File: src/rtl/debounce_pkg.sv
// Shared types and helpers for the multi-channel debouncer.
package debounce_pkg;

    typedef enum logic [1:0] {
        STABLE_LOW,
        WAIT_HIGH,
        STABLE_HIGH,
        WAIT_LOW
    } db_state_t;

    function automatic int cnt_width(input int stable_cycles);
        return (stable_cycles > 2) ? $clog2(stable_cycles) : 1;
    endfunction

endpackage

File: src/rtl/debounce_channel.sv
// One debounce lane: synchroniser, delayed-acceptance FSM, registered edge pulses.
// Optional DEBOUNCE_TOGGLE_EN adds a latched toggle output flipped on each accepted rise.
module debounce_channel
    import debounce_pkg::*;
#(
    parameter int STABLE_CYCLES = 2_000_000,
    parameter int SYNC_STAGES   = 2
) (
    input  logic clk_i,
    input  logic rst_i,
    input  logic noisy_i,
    output logic level_o,
    output logic rise_o,
`ifdef DEBOUNCE_TOGGLE_EN
    output logic toggle_o,
`endif
    output logic fall_o
);

    localparam int            CW       = cnt_width(STABLE_CYCLES);
    localparam logic [CW-1:0] CNT_LAST = CW'(STABLE_CYCLES - 1);

    logic [SYNC_STAGES-1:0] sync_q;
    logic                   sync_in;
    db_state_t              state_q, state_d;
    logic [CW-1:0]          cnt_q, cnt_d;
    logic                   level_q, level_d;
    logic                   rise_q, rise_d;
    logic                   fall_q, fall_d;

    assign sync_in = sync_q[SYNC_STAGES-1];

    always_ff @(posedge clk_i or posedge rst_i) begin
        if (rst_i) begin
            sync_q  <= '0;
            state_q <= STABLE_LOW;
            cnt_q   <= '0;
            level_q <= 1'b0;
            rise_q  <= 1'b0;
            fall_q  <= 1'b0;
        end else begin
            sync_q  <= {sync_q[SYNC_STAGES-2:0], noisy_i};
            state_q <= state_d;
            cnt_q   <= cnt_d;
            level_q <= level_d;
            rise_q  <= rise_d;
            fall_q  <= fall_d;
        end
    end

    // The counter only advances while qualifying, and stops at CNT_LAST.
    always_comb begin
        state_d = state_q;
        cnt_d   = cnt_q;
        level_d = level_q;
        rise_d  = 1'b0;
        fall_d  = 1'b0;
        case (state_q)
            STABLE_LOW: begin
                if (sync_in) begin
                    state_d = WAIT_HIGH;
                    cnt_d   = '0;
                end
            end
            WAIT_HIGH: begin
                if (!sync_in) begin
                    state_d = STABLE_LOW;
                end else if (cnt_q == CNT_LAST) begin
                    state_d = STABLE_HIGH;
                    level_d = 1'b1;
                    rise_d  = 1'b1;
                end else begin
                    cnt_d = cnt_q + CW'(1);
                end
            end
            STABLE_HIGH: begin
                if (!sync_in) begin
                    state_d = WAIT_LOW;
                    cnt_d   = '0;
                end
            end
            WAIT_LOW: begin
                if (sync_in) begin
                    state_d = STABLE_HIGH;
                end else if (cnt_q == CNT_LAST) begin
                    state_d = STABLE_LOW;
                    level_d = 1'b0;
                    fall_d  = 1'b1;
                end else begin
                    cnt_d = cnt_q + CW'(1);
                end
            end
            default: state_d = STABLE_LOW;
        endcase
    end

    assign level_o = level_q;
    assign rise_o  = rise_q;
    assign fall_o  = fall_q;

`ifdef DEBOUNCE_TOGGLE_EN
    logic toggle_q;

    always_ff @(posedge clk_i or posedge rst_i) begin
        if (rst_i) begin
            toggle_q <= 1'b0;
        end else begin
            toggle_q <= toggle_q ^ rise_d;
        end
    end

    assign toggle_o = toggle_q;
`endif

endmodule

File: src/rtl/debouncer_multi_edge.sv
// N independent debounce channels with one-cycle rise/fall pulses per channel.
// Define DEBOUNCE_TOGGLE_EN to add toggle_out (bit flips on every accepted rise).
module debouncer_multi_edge
    import debounce_pkg::*;
#(
    parameter int N_CH          = 4,
    parameter int STABLE_CYCLES = 2_000_000,
    parameter int SYNC_STAGES   = 2
) (
    input  logic            clk,
    input  logic            reset,
    input  logic [N_CH-1:0] noisy_in,
    output logic [N_CH-1:0] debounced_out,
    output logic [N_CH-1:0] rise_pulse,
`ifdef DEBOUNCE_TOGGLE_EN
    output logic [N_CH-1:0] toggle_out,
`endif
    output logic [N_CH-1:0] fall_pulse
);

    for (genvar g = 0; g < N_CH; g++) begin : g_ch
        debounce_channel #(
            .STABLE_CYCLES (STABLE_CYCLES),
            .SYNC_STAGES   (SYNC_STAGES)
        ) u_ch (
            .clk_i    (clk),
            .rst_i    (reset),
            .noisy_i  (noisy_in[g]),
            .level_o  (debounced_out[g]),
            .rise_o   (rise_pulse[g]),
`ifdef DEBOUNCE_TOGGLE_EN
            .toggle_o (toggle_out[g]),
`endif
            .fall_o   (fall_pulse[g])
        );
    end

endmodule

File: config.mk
export PLATFORM = sky130hd
export DESIGN_NAME = debouncer_multi_edge
export DESIGN_NICKNAME = d
export VERILOG_FILES = /design/src/rtl/debounce_pkg.sv /design/src/rtl/debounce_channel.sv /design/src/rtl/debouncer_multi_edge.sv
export SDC_FILE = /design/constraint.sdc
export NUM_CORES = 1
export LEC_CHECK = 0
export BUFFER_PORTS_ARGS = -buffer_cell sky130_fd_sc_hd__buf_2
export CAP_MARGIN = 5
export CORE_MARGIN = 2
export CORE_UTILIZATION = 65
export DETAILED_ROUTE_END_ITERATION = 8
export PLACE_DENSITY = 0.83
export SLEW_MARGIN = 20
export SYNTH_ARGS = -nofsm -noshare
export SYNTH_HDL_FRONTEND = slang
export SYNTH_SLANG_ARGS = --single-unit
File: constraint.sdc
create_clock -name clk -period 9.2 [get_ports clk]
set_input_delay 0.46 -clock clk [delete_from_list [all_inputs] [get_ports clk]]
set_output_delay 0.46 -clock clk [all_outputs]
set_load 0.005 [all_outputs]
Word level (Yosys, flattened, before mapping)
Cells that the tools add are included.
- register bits after elaboration: 112
- latch bits: 0
- memory bits (writable): 0
- memory bits (read-only): 0
- output and inout port bits: 12
- logic and storage cells: 188
- memories: 0
- $add $sub $neg: 4
- $mul: 0
- div/mod/pow operators: 0
- magnitude comparators: 0
- equal/unequal tests: 48
- shifts and indexed selects: 0
- mux-type cells: 92
- bitwise logic cells: 0
- reductions and logical operators: 20
- operator list (cell ; number):
    21-bit two-way mux ; 20
    21-bit one-hot mux with 4 select lines ; 4
    21-bit by 1-bit adder with 21-bit output, second input constant ; 4
    21-bit == test, second input constant ; 4
    2-bit two-way mux ; 24
    1-bit two-way mux ; 36
    2-bit by 1-bit != test with 1-bit output, second input constant ; 16
    2-bit one-hot mux with 4 select lines ; 4
    4-bit AND reduction ; 8
    5-bit AND reduction ; 4
    2-bit == test, second input constant ; 8
    2-bit != test, second input constant ; 8
    3-bit by 1-bit != test with 1-bit output, second input constant ; 4
    3-bit != test, second input constant ; 4
    2-bit by 1-bit == test with 1-bit output, second input constant ; 4
    2-bit logical NOT ; 4
    1-bit one-hot mux with 2 select lines ; 4
    2-bit nonzero test ; 4

Logic depth before layout (Yosys ltp)
Gate-level depths: netlist of the first run.
- depth in word-level cells: 4
- gate-level depth with buffers: 7
- depth with buffers taken out: 6

Cells and area by module
A second synthesis of the first run with hierarchy kept.
- cell total of the unflattened synthesis: 700
- area, all modules: 7006.7 um^2
- modules (own cells, without submodules) (module ; times used ; cells an instance ; area each (um^2) ; seq. area each (um^2)):
    debounce_channel at g_ch[0].u_ch ... ; 3 ; 174 ; 1755.4 ; 700.7
    debounce_channel at g_ch[3].u_ch ; 1 ; 178 ; 1740.4 ; 700.7

Least setup slack after synthesis of the first run
Ideal clock, no wire load.
- path type: register -> register
- from: reg g_ch[3].u_ch.cnt_q[9]
- to: reg g_ch[3].u_ch.level_q
- arrival: 2054 ps
- required time: 9071 ps
- slack: 7017 ps
- stages on the path, launching flop included: 7
- cell sequence: dfrtp_1 or4b_1 or4_1 or2_1 buf_6 o31ai_2 a21oi_1
- cells in the longest elaborated chain, start to end: 3
- elaborated cells between the ends (all ways): 4
- those cells by class: eq/ne (3); reduce/logical (1)
- ends and longest elaborated chain (what ; line ; text):
    start: declaration ; debounce_channel.sv:26 ; logic [CW-1:0] cnt_q, cnt_d;
    start signal: assignment ; debounce_channel.sv:44 ; cnt_q <= cnt_d;
    21-bit == test (*) ; debounce_channel.sv:68, debounce_channel.sv:85 ;
    2-bit by 1-bit != test with 1-bit output (no line) ; - ;
    5-bit AND reduction (no line) (*) ; - ;
    end signal: assignment ; debounce_channel.sv:45 ; level_q <= level_d;
    end: declaration ; debounce_channel.sv:27 ; logic level_q, level_d;
Mark *: on every way between the ends. The rest lies on a longest branch, timed or not.
A chain may end at the register's enable or synchronous reset.

Worst setup path after layout of the first run
- from: reg g_ch[3].u_ch.sync_q[1]
- to: reg g_ch[3].u_ch.cnt_q[17]
- cells in the longest elaborated chain, start to end: 2
- elaborated cells between the ends (all ways): 5
- those cells by class: eq/ne (4); reduce/logical (1)
- ends and longest elaborated chain (what ; line ; text):
    start: declaration ; debounce_channel.sv:23 ; logic [SYNC_STAGES-1:0] sync_q;
    start signal: assignment ; debounce_channel.sv:42 ; sync_q <= {sync_q[SYNC_STAGES-2:0], noisy_i};
    2-bit != test (no line) or 2-bit by 1-bit != test with 1-bit output (tied branches) ; - ;
    4-bit AND reduction (no line) (*) ; - ;
Marks and branches as above.

==> results of run 1 <==
worst max-delay path, delay by kind of cell (launching register included):
family	cells	cell delay (ns)
xor gates and xnor gates	2	0.87
and+or+nand+nor	3	0.96
DFF	1	0.50
cells by family after synthesis:
family / count (synthesis) / synth area share (%)
flops: 112 / 48.55
fa+ha+maj: 4 / 0.8670
xor+xnor: 34 / 5.158
compound gates: 126 / 13.96
simple gates: 289 / 26.25
mux: 5 / 0.9969
buf+inv: 51 / 4.226
cell type report:
class	instances	area [µm²]
timing repair buffer	21	118.9
inverter	12	47.55
sequential	112	2803
tap	108	135.1
clock inverter	6	42.54
multi-input combinational	458	2730
clock buffer	10	137.6
fill	669	2664
placed cells by master (no fill, tap or decap), drive strengths merged, types with 21 or more instances in the layout:
cell and n:
a21oi 31, buf 21, dfrtp 112, nand2 55, nand3 47, nand4 23
nor2 62, nor3 23, o21ai 37, xor2 21
worst min path at each step:
stage | from | end | slack [ns] | cells past startpoint
2_1_floorplan | g_ch[0].u_ch.sync_q[0] | g_ch[0].u_ch.sync_q[1] | 0.33 | 0
3_3_place_gp | g_ch[1].u_ch.sync_q[0] | g_ch[1].u_ch.sync_q[1] | 0.33 | 0
3_5_place_dp | g_ch[1].u_ch.sync_q[0] | g_ch[1].u_ch.sync_q[1] | 0.34 | 0
4_1_cts | reset | g_ch[3].u_ch.sync_q[0] | 0.03 | 2
5_1_grt | reset | g_ch[3].u_ch.cnt_q[8] | 0.05 | 2
6_report | reset | g_ch[3].u_ch.cnt_q[3] | 0.03 | 2
metrics by stage:
stage / util [%] / std cells
after floorplan: - / 621
after global placement: 67.14 / 711
after detailed placement: 67.14 / 711
after CTS: 69.22 / 727
after global routing: 69.31 / 727
final: 69.31 / 727
sequential cells by signal, indices dropped and copies added (netlist names), named ones only:
register and flops:
g_ch.u_ch.cnt_q 84, g_ch.u_ch.sync_q 8, g_ch.u_ch.fall_o 4, g_ch.u_ch.level_o 4, g_ch.u_ch.rise_o 4, g_ch.u_ch.state_q 4
layer usage:
metal	wire length, µm	share of wire, %	global-route usage (%)
met1	5038	44	33.61
met2	5517	48	39.52
met4	259	2.3	10.12
met3	573	5.0	4.080
met5	0	0	0
power by group through the flow:
stage,registers [µW],logic (µW),clock network (µW)
4_1_cts,515,42.9,279
3_5_place_dp,524,43.0,0
2_1_floorplan,518,35.4,0
6_report,515,42.8,272
3_3_place_gp,523,41.0,0
5_1_grt,517,49.8,302
==> results.ini, run 1 <==
[setup_path]
reg2reg_from = g_ch[3].u_ch.sync_q[1]
reg2reg_setup_slack_ns = 6.73
cp-endpoint = g_ch[3].u_ch.cnt_q[17]
r2r_cells = 5
cp-end-kind = register
critPathRequiredTime_ns = 9.43
crit_path_start = g_ch[3].u_ch.sync_q[1]
cp.arrival_ns = 2.70
crit_fanout = 12
path_cells = xor2_1 -> nand3_1 -> nor4_1 -> xnor2_1 -> nor2_1
crit_type = reg -> reg
cp_slowest_cell = xor2_1
r2r-end = g_ch[3].u_ch.cnt_q[17]
worst_setup_path_start_kind = register
critPathMaxStageDelay_ns = 0.70

[synthesis]
syn_inst = 621
ys_top_cells_by_area = dfrtp_1, nand3_1, nor2_1, nand2_1, xor2_1
syn_area_um2 = 5773
synth_edf_count = 0
yosys_warnings = 0
seq_area_frac_synth_pct = 48.55
syn_avg_cell_area_um2 = 9.296
async_reset_ff_share_pct = 100.0
post-synth-top-count-cell = dfrtp_1
ys.flop_type = dfrtp_1
synth_common_cells = dfrtp_1, nor2_1, nand2_1
synth_top_area_share_pct = 48.55
ys_types = 56
ys_ff_latch = 112
yosys.area.top_type = dfrtp_1
syn_nets = 631

[power_and_ir_drop]
power_frac_comb_pct = 5.2
swShare_pct = 25.27
power.leakage_uw = 0.002569
clkPwrFrac_pct = 32.8
vdd_drop_max_mv = 0.08172
power.density_nw_per_um2 = 138.0
power_frac_seq_pct = 62.1
power_switching_uw = 209.8
report.power.total_uw = 830.1
p_int_uw = 620.3

[clocking]
numCtsBuffers = 9
cts_resized = 0
h-tree-depth = 3
clock-root-buffer = clkbuf_8
holdBufCountCts = 0
clockBufferDepth = 2
worst_skew_pair.late_latency_ns = 0.37
post_cts_buffers = 0
clk_pin_slew_ns = 0.11
cts.sinks = 112
tritoncts = done

[timing]
setup_violations = 0
max_slew_margin_pct = 34.24
worstMarginPinSlew_ns = 0.9794
fmax_mhz = 404.8
totalNegativeSetupSlack_ns = 0
clock_skew_ns = 0.009178
fin_crit_sh_pct = 26.85
hold_violations = 0
maxSlewViolCount = 0
whs_ns = 0.03298
post-route-worst-setup-slack_ns = 6.729
period_needed_ns = 2.471
grt_setup_unrepaired = false

[cells_and_area]
fin_nets = 624
diodes = 0
areaGrowthSynthToFinish_pct = 4.183
fin_area_um2 = 6015
drive_gt1_share_pct = 8.078

[floorplan]
start_util_pct = 66.52
core_um2 = 8678
dieHeight_um = 98.24
dieArea_um2 = 9651
io_pins = 18
fp-row-count = 34
die_w_um = 98.24

[grt]
grt_pass1_vias = 4349
grt_pass1_wl_um = 19670
antenna_found_initial = 0
grt_overflow = 0
grt.total_usage_pct = 24.57
grt_start_max_net_pins = 89

[placement]
place_congestion = 0.8917
preCtsSetupSlack_ns = 6.798
hpwl_um = 7683
io_buffers = 17
post_dp_cell_area_um2 = 5827

[detailed_routing]
wirelength_um = 11390
drt_iter0_drc = 252
drc_errors = 0
wl_per_cell_um = 15.67
dr_total_vias = 4701
drt-pass1-iter-count = 6
antenna_left = 0
viasPerCell = 6.466

[outcome]
status = finished, final reports clean

[hold_path]
hold_class = in -> async

[job]
drv_cap = 0

(Power assumes the default switching activity.)
==> run 2, diff against run 1 <==
- CORE_UTILIZATION: 65 -> 62
- PLACE_DENSITY: 0.83 -> 0.79
- clock period: 9.2 -> 2.3 ns (I/O delays scaled with it)
==> run 2 against run 1 <==
Non-clock buffer count up 25. Worst setup slack worse by 6.6 ns. Combinational power rose to 4.6 times the previous value. Utilization down 0.73 points. Sequential power rose to 4.0 times the previous value. First-iteration DRC count down 12%. Largest cell class unchanged. Highest routed layer unchanged.
==> results.ini, run 2 (synthesis gave the netlist of run 1 again) <==
[outcome]
status = finished, final reports clean

[setup_path]
critPathRequiredTime_ns = 2.55  ; -6.88 ns
cp-end-kind = register
worst_setup_path_start_kind = register
cp.depth = 5  ; unchanged
crit_fanout = 11  ; -1
r2r-end = g_ch[3].u_ch.level_o
critPathMaxStageDelay_ns = 0.54  ; -0.16 ns
path_cells = or4b_1 -> or4_1 -> or2_4 -> o31ai_2 -> a21oi_1
reg2reg_from = g_ch[3].u_ch.cnt_q[9]
crit_type = reg -> reg
cp_slowest_cell = or4_1
cp.buffers_inverters = 0  ; unchanged
crit_path_start = g_ch[3].u_ch.cnt_q[9]
cp.arrival_ns = 2.45  ; -0.25 ns
reg2reg_setup_slack_ns = 0.09  ; -6.63 ns
cpLargestDelayFamily = simple AND/OR/NAND/NOR gates
r2r_cells = 5  ; unchanged
cp-endpoint = g_ch[3].u_ch.level_o

[floorplan]
fp-row-count = 35  ; +2.9%
die_w_um = 100.5  ; +2.3%
io_pins = 18  ; unchanged
dieHeight_um = 100.5  ; +2.3%
start_util_pct = 63.08  ; -3.4 points
core_um2 = 9153  ; +5.5%
dieArea_um2 = 10100  ; +4.6%

[timing]
hold_violations = 0  ; unchanged
max_slew_margin_pct = 47.77  ; +14 points
fin_crit_sh_pct = 95.88  ; +69 points
period_needed_ns = 2.205  ; -0.2654 ns
grt_setup_unrepaired = false
fmax_mhz = 453.5  ; +12%
totalNegativeSetupSlack_ns = 0  ; unchanged
maxSlewViolCount = 0  ; unchanged
clock_skew_ns = 0.007510  ; -0.001668 ns
whs_ns = 0.3565  ; +0.3235 ns
worstMarginPinSlew_ns = 0.7806  ; -0.1988 ns
setup_violations = 0  ; unchanged

[clocking]
clockBufferDepth = 2  ; unchanged
h-tree-depth = 3  ; unchanged
clock-root-buffer = clkbuf_8
post_cts_buffers = 0  ; unchanged
tritoncts = done
clk_pin_slew_ns = 0.10  ; about the same
worst_skew_pair.late_latency_ns = 0.37  ; about the same
cts.sinks = 112  ; unchanged
numCtsBuffers = 9  ; unchanged

[detailed_routing]
antenna_left = 0  ; unchanged
dr_total_vias = 4750  ; +1.0%
drt-pass1-iter-count = 5  ; -1
viasPerCell = 6.291  ; -2.7%
wirelength_um = 11600  ; +1.9%
drt_iter0_drc = 223  ; -12%
wl_per_cell_um = 15.37  ; -1.9%
drc_errors = 0  ; unchanged

[cells_and_area]
fin_area_um2 = 6276  ; +4.3%
layout.cells.most_common = dfrtp_1
final_cells = 755  ; +3.9%
diodes = 0  ; unchanged
drive_gt1_share_pct = 10.87  ; +2.8 points
fillerInstances = 717  ; +7.2%
largest_reg_flops = 84  ; unchanged
top_register = g_ch.u_ch.cnt_q
areaGrowthSynthToFinish_pct = 8.713
fin_nets = 649  ; +4.0%
reg.largest.list = g_ch.u_ch.cnt_q (84), g_ch.u_ch.sync_q (8)
mostFrequentLayoutCells = dfrtp_1, nor2_1, nand2_1, nand3_1, o21ai_0

[grt]
grt.total_usage_pct = 24.22  ; -0.35 points
grt_pass1_wl_um = 20040  ; +1.9%
grt_start_max_net_pins = 63  ; -29%
antenna_found_initial = 0  ; unchanged
grt_overflow = 0  ; unchanged
grt_pass1_vias = 4445  ; +2.2%

[job]
drv_cap = 0  ; unchanged

[placement]
post_dp_cell_area_um2 = 5995  ; +2.9%
place_congestion = 0.8439  ; -5.4%
io_buffers = 17  ; unchanged
hpwl_um = 8023  ; +4.4%
dp.cells = 734  ; +3.2%

[power_and_ir_drop]
power.leakage_uw = 0.002713  ; +5.6%
power.density_nw_per_um2 = 564.4  ; +310%
vdd_drop_max_mv = 0.4715  ; +480%

[hold_path]
hold_class = reg -> reg

[run 2: power breakdown]
group	leakage (µW)	switching [µW]	internal [µW]	total (µW)
combinational	0.00108	124	72.5	196
sequential	0.00153	54.0	2000	2060
clock	0.000106	647	642	1290
total	0.00271	825	2720	3540
[run 2: worst min-delay path by stage]
stage,to,cells past startpoint,startpoint,slack [ns]
6_report,g_ch[2].u_ch.sync_q[1],0,g_ch[2].u_ch.sync_q[0],0.36
5_1_grt,g_ch[0].u_ch.sync_q[0],2,noisy_in[0],0.37
4_1_cts,g_ch[0].u_ch.sync_q[1],0,g_ch[0].u_ch.sync_q[0],0.36
2_1_floorplan,g_ch[0].u_ch.sync_q[0],0,noisy_in[0],0.15
3_5_place_dp,g_ch[1].u_ch.sync_q[0],1,noisy_in[1],0.22
3_3_place_gp,g_ch[1].u_ch.sync_q[0],1,noisy_in[1],0.22
[run 2: timing repair]
action	in CTS	in global routing
endpoints found under the hold margin	33	0
endpoints found under the setup margin	2	0
resized for setup	1	0
hold buffers	5	0
[run 2: stage by stage]
| stage | setup slack (ns) | util [%] | power (µW) |
|---|---|---|---|
| 6_report | 0.09485 | 68.57 | 3542 |
| 5_1_grt | 0.007485 | 68.57 | 3690 |
| 4_1_cts | 0.08588 | 68.49 | 3582 |
| 3_5_place_dp | -0.004075 | 65.50 | 2287 |
| 3_3_place_gp | 0.04428 | 65.50 | 2277 |
| 2_1_floorplan | 0.1170 | - | 2215 |
[run 2: area by class of cell]
class | count | area, µm² | share of cell area [%]
Inverter | 12 | 48.80 | 0.7775
Clock buffer | 11 | 141.4 | 2.253
Multi-Input combinational cell | 458 | 2736 | 43.60
Sequential cell | 112 | 2803 | 44.66
Clock inverter | 5 | 80.08 | 1.276
Tap cell | 111 | 138.9 | 2.213
Timing Repair Buffer | 46 | 327.8 | 5.223
[run 2: worst reg2reg max path, cell delays in order, from the launching register on]
cell and delay [ns]:
dfrtp_1 0.38, or4b_1 0.53, or4_1 0.54, or2_4 0.31
o31ai_2 0.24, a21oi_1 0.09
[run 2: layer usage]
| metal | vias to the layer above | track usage, % | share of wire (%) |
|---|---|---|---|
| li1 | 2313 | - | - |
| met1 | 2330 | 31.78 | 45 |
| met2 | 97 | 41.61 | 50 |
| met3 | 10 | 5.409 | 3.9 |
| met4 | 0 | 5.058 | 0.82 |
| met5 | - | 0 | 0 |
==> run 3, diff against run 2 <==
- CAP_MARGIN: 5 -> 30
- CORE_MARGIN: 2 -> not set
- CORE_UTILIZATION: 62 -> 63
- PLACE_DENSITY: 0.79 -> 0.8
- SYNTH_HIERARCHICAL: not set -> 1
==> run 3 against run 2 <==
First-iteration DRC count rose by 82%. Die area rose by 14%. Sequential share of layout area fell by 6.5 points. Synthesized cell count rose by 13%. Power rose by 7.0%. Maximum frequency rose by 3.4%. Critical path type unchanged. Critical endpoint is now g_ch[0].u_ch/cnt_q[6]. Largest cell class is now multi-input combinational cells. Largest power group unchanged.
==> results.ini, run 3 <==
[outcome]
status = finished, final reports clean

[synthesis]
ys_ff_latch = 112  ; unchanged
yosys_warnings = 6  ; +6
ys_top_cells_by_area = dfrtp_1, nand2_1, nand3_1, mux2i_1, nor3_1
seq_area_frac_synth_pct = 40.00  ; -8.5 points
yosys.area.top_type = dfrtp_1
post-synth-top-count-cell = dfrtp_1
synth_edf_count = 0  ; unchanged
ys.flop_type = dfrtp_1
synth_common_cells = dfrtp_1, nand2_1, nand3_1
async_reset_ff_share_pct = 100.0  ; unchanged
syn_inst = 700  ; +13%
syn_avg_cell_area_um2 = 10.01  ; +7.7%
synth_top_area_share_pct = 40.00  ; -8.5 points
ys_types = 69  ; +23%
syn_area_um2 = 7007  ; +21%
syn_nets = 710  ; +13%

[grt]
grt_start_max_net_pins = 29  ; -54%
grt_overflow = 0  ; unchanged
antenna_found_initial = 0  ; unchanged
grt_pass1_vias = 5641  ; +27%
grt_pass1_wl_um = 26980  ; +35%
grt.total_usage_pct = 29.17  ; +4.9 points

[timing]
max_slew_margin_pct = 61.82  ; +14 points
grt_setup_unrepaired = false
period_needed_ns = 2.133  ; -0.07229 ns
fin_crit_sh_pct = 92.73  ; -3.1 points
worstMarginPinSlew_ns = 0.5702  ; -0.2103 ns
maxSlewViolCount = 0  ; unchanged
fmax_mhz = 468.9  ; +3.4%
setup_violations = 0  ; unchanged
hold_violations = 0  ; unchanged
totalNegativeSetupSlack_ns = 0  ; unchanged
clock_skew_ns = 0.01011  ; +0.002595 ns

[cells_and_area]
fin_area_um2 = 7347  ; +17%
top_register = g_ch.u_ch/cnt_q
fillerInstances = 855  ; +19%
fin_nets = 722  ; +11%
areaGrowthSynthToFinish_pct = 4.857
drive_gt1_share_pct = 15.36  ; +4.5 points
layout.cells.most_common = dfrtp_1
diodes = 0  ; unchanged
reg.largest.list = g_ch.u_ch/cnt_q (84), g_ch.u_ch/sync_q (8)
mostFrequentLayoutCells = dfrtp_1, nand2_1, nand3_1, nor3_1, inv_1
largest_reg_flops = 84  ; unchanged

[setup_path]
critPathMaxStageDelay_ns = 0.44  ; -0.10 ns
r2r_cells = 6  ; +1
r2r-end = g_ch[0].u_ch/cnt_q[6]
reg2reg_from = g_ch[0].u_ch/cnt_q[0]
crit_type = reg -> reg
path_cells = ha_1 -> and3_1 -> nand3_2 -> o21ai_4 -> inv_2 -> a32o_1
cp.arrival_ns = 2.41  ; -0.04 ns
critPathRequiredTime_ns = 2.57  ; +0.02 ns
crit_fanout = 8  ; -3
reg2reg_setup_slack_ns = 0.17  ; +0.07 ns
cp-end-kind = register
cp_slowest_cell = dfrtp_1
cpLargestDelayFamily = simple AND/OR/NAND/NOR gates
cp.buffers_inverters = 1  ; +1
worst_setup_path_start_kind = register

[floorplan]
core_um2 = 10840  ; +18%
dieArea_um2 = 11550  ; +14%
dieHeight_um = 107.5  ; +6.9%
die_w_um = 107.5  ; +6.9%
fp-row-count = 38  ; +8.6%
start_util_pct = 64.64  ; +1.6 points
io_pins = 18  ; unchanged

[clocking]
clk_pin_slew_ns = 0.10  ; about the same
h-tree-depth = 3  ; unchanged
post_cts_buffers = 0  ; unchanged
cts.sinks = 112  ; unchanged
cts_resized = 0  ; -1
holdBufCountCts = 5  ; unchanged
tritoncts = done
worst_skew_pair.late_latency_ns = 0.38  ; about the same
clock-root-buffer = clkbuf_8
clockBufferDepth = 2  ; unchanged
numCtsBuffers = 9  ; unchanged

[power_and_ir_drop]
power.leakage_uw = 0.003274  ; +21%
power.density_nw_per_um2 = 515.8  ; -8.6%
vdd_drop_max_mv = 0.4414  ; -6.4%

[detailed_routing]
viasPerCell = 6.854  ; +8.9%
drt_iter0_drc = 406  ; +82%
drc_errors = 0  ; unchanged
dr_total_vias = 5867  ; +24%
drt-pass1-iter-count = 5  ; unchanged
wirelength_um = 15720  ; +35%
antenna_left = 0  ; unchanged
wl_per_cell_um = 18.36  ; +19%

[hold_path]
hold_class = reg -> reg
whs_endpoint = g_ch[3].u_ch/sync_q[1]
hold_depth = 0  ; unchanged
hp-start = g_ch[3].u_ch/sync_q[0]

[job]
drv_cap = 0  ; unchanged

[placement]
hpwl_um = 10880  ; +36%
io_buffers = 17  ; unchanged
post_dp_cell_area_um2 = 7081  ; +18%
place_congestion = 0.9081  ; +7.6%

## run 3: layer usage
metal	vias up	share of wire (%)	GRT usage (%)	wire length, µm
met1	2872	44	38.72	6869
met5	-	0	0	0
met3	38	5.3	5.690	829
li1	2737	-	-	-
met2	220	49	47.60	7707
met4	0	2.0	10.37	313
## run 3: metrics by stage
step	setup slack, ns	instances	power, µW	hold slack [ns]	util, %
6_report	0.1671	856	3790	0.3566	67.77
5_1_grt	0.04861	856	3968	0.3520	67.77
4_1_cts	0.1819	855	3819	0.3557	67.71
3_5_place_dp	0.1956	835	2537	0.2251	65.32
3_3_place_gp	0.2997	835	2515	0.2235	65.32
2_1_floorplan	0.4720	700	2446	0.1464	-
## run 3: power by group
part	internal [µW]	switching [µW]	leakage, µW	total, µW
Clock	611	670	0.000103	1280
Sequential	2040	123	0.00152	2170
Combinational	141	203	0.00165	344
Total	2790	996	0.00327	3790
## run 3: worst max path at each step
stage | slack [ns] | from | cells after the start | to
after global placement | 0.30 | g_ch[0].u_ch/cnt_q[0] | 6 | g_ch[0].u_ch/cnt_q[6]
after detailed placement | 0.20 | g_ch[0].u_ch/cnt_q[0] | 6 | g_ch[0].u_ch/cnt_q[6]
after global routing | 0.05 | g_ch[0].u_ch/cnt_q[0] | 6 | g_ch[0].u_ch/cnt_q[6]
final | 0.17 | g_ch[0].u_ch/cnt_q[0] | 6 | g_ch[0].u_ch/cnt_q[6]
after floorplan | 0.47 | g_ch[3].u_ch/cnt_q[0] | 5 | g_ch[3].u_ch/cnt_q[18]
after CTS | 0.18 | g_ch[0].u_ch/cnt_q[0] | 6 | g_ch[0].u_ch/cnt_q[6]
## run 3: cells by family (layout without fill, tap and decap cells)
family	after synthesis	after routing	share of synthesized area, %
adders and majority gates	4	4	0.7143
DFF	112	112	40.00
AOI/OAI and AO/OA	180	180	20.27
and+or+nand+nor	302	302	28.46
buffers and inverters	78	94	6.839
muxes	16	16	2.286
xor gates and xnor gates	8	8	1.428
## run 3: cell type report
cell class | instances | area [µm²] | share of cell area (%)
Clock inverter | 5 | 81.33 | 1.107
Sequential cell | 112 | 2803 | 38.15
Timing Repair Buffer | 45 | 307.8 | 4.189
Clock buffer | 10 | 127.6 | 1.737
Multi-Input combinational cell | 510 | 3725 | 50.70
Tap cell | 140 | 175.2 | 2.384
Inverter | 34 | 127.6 | 1.737
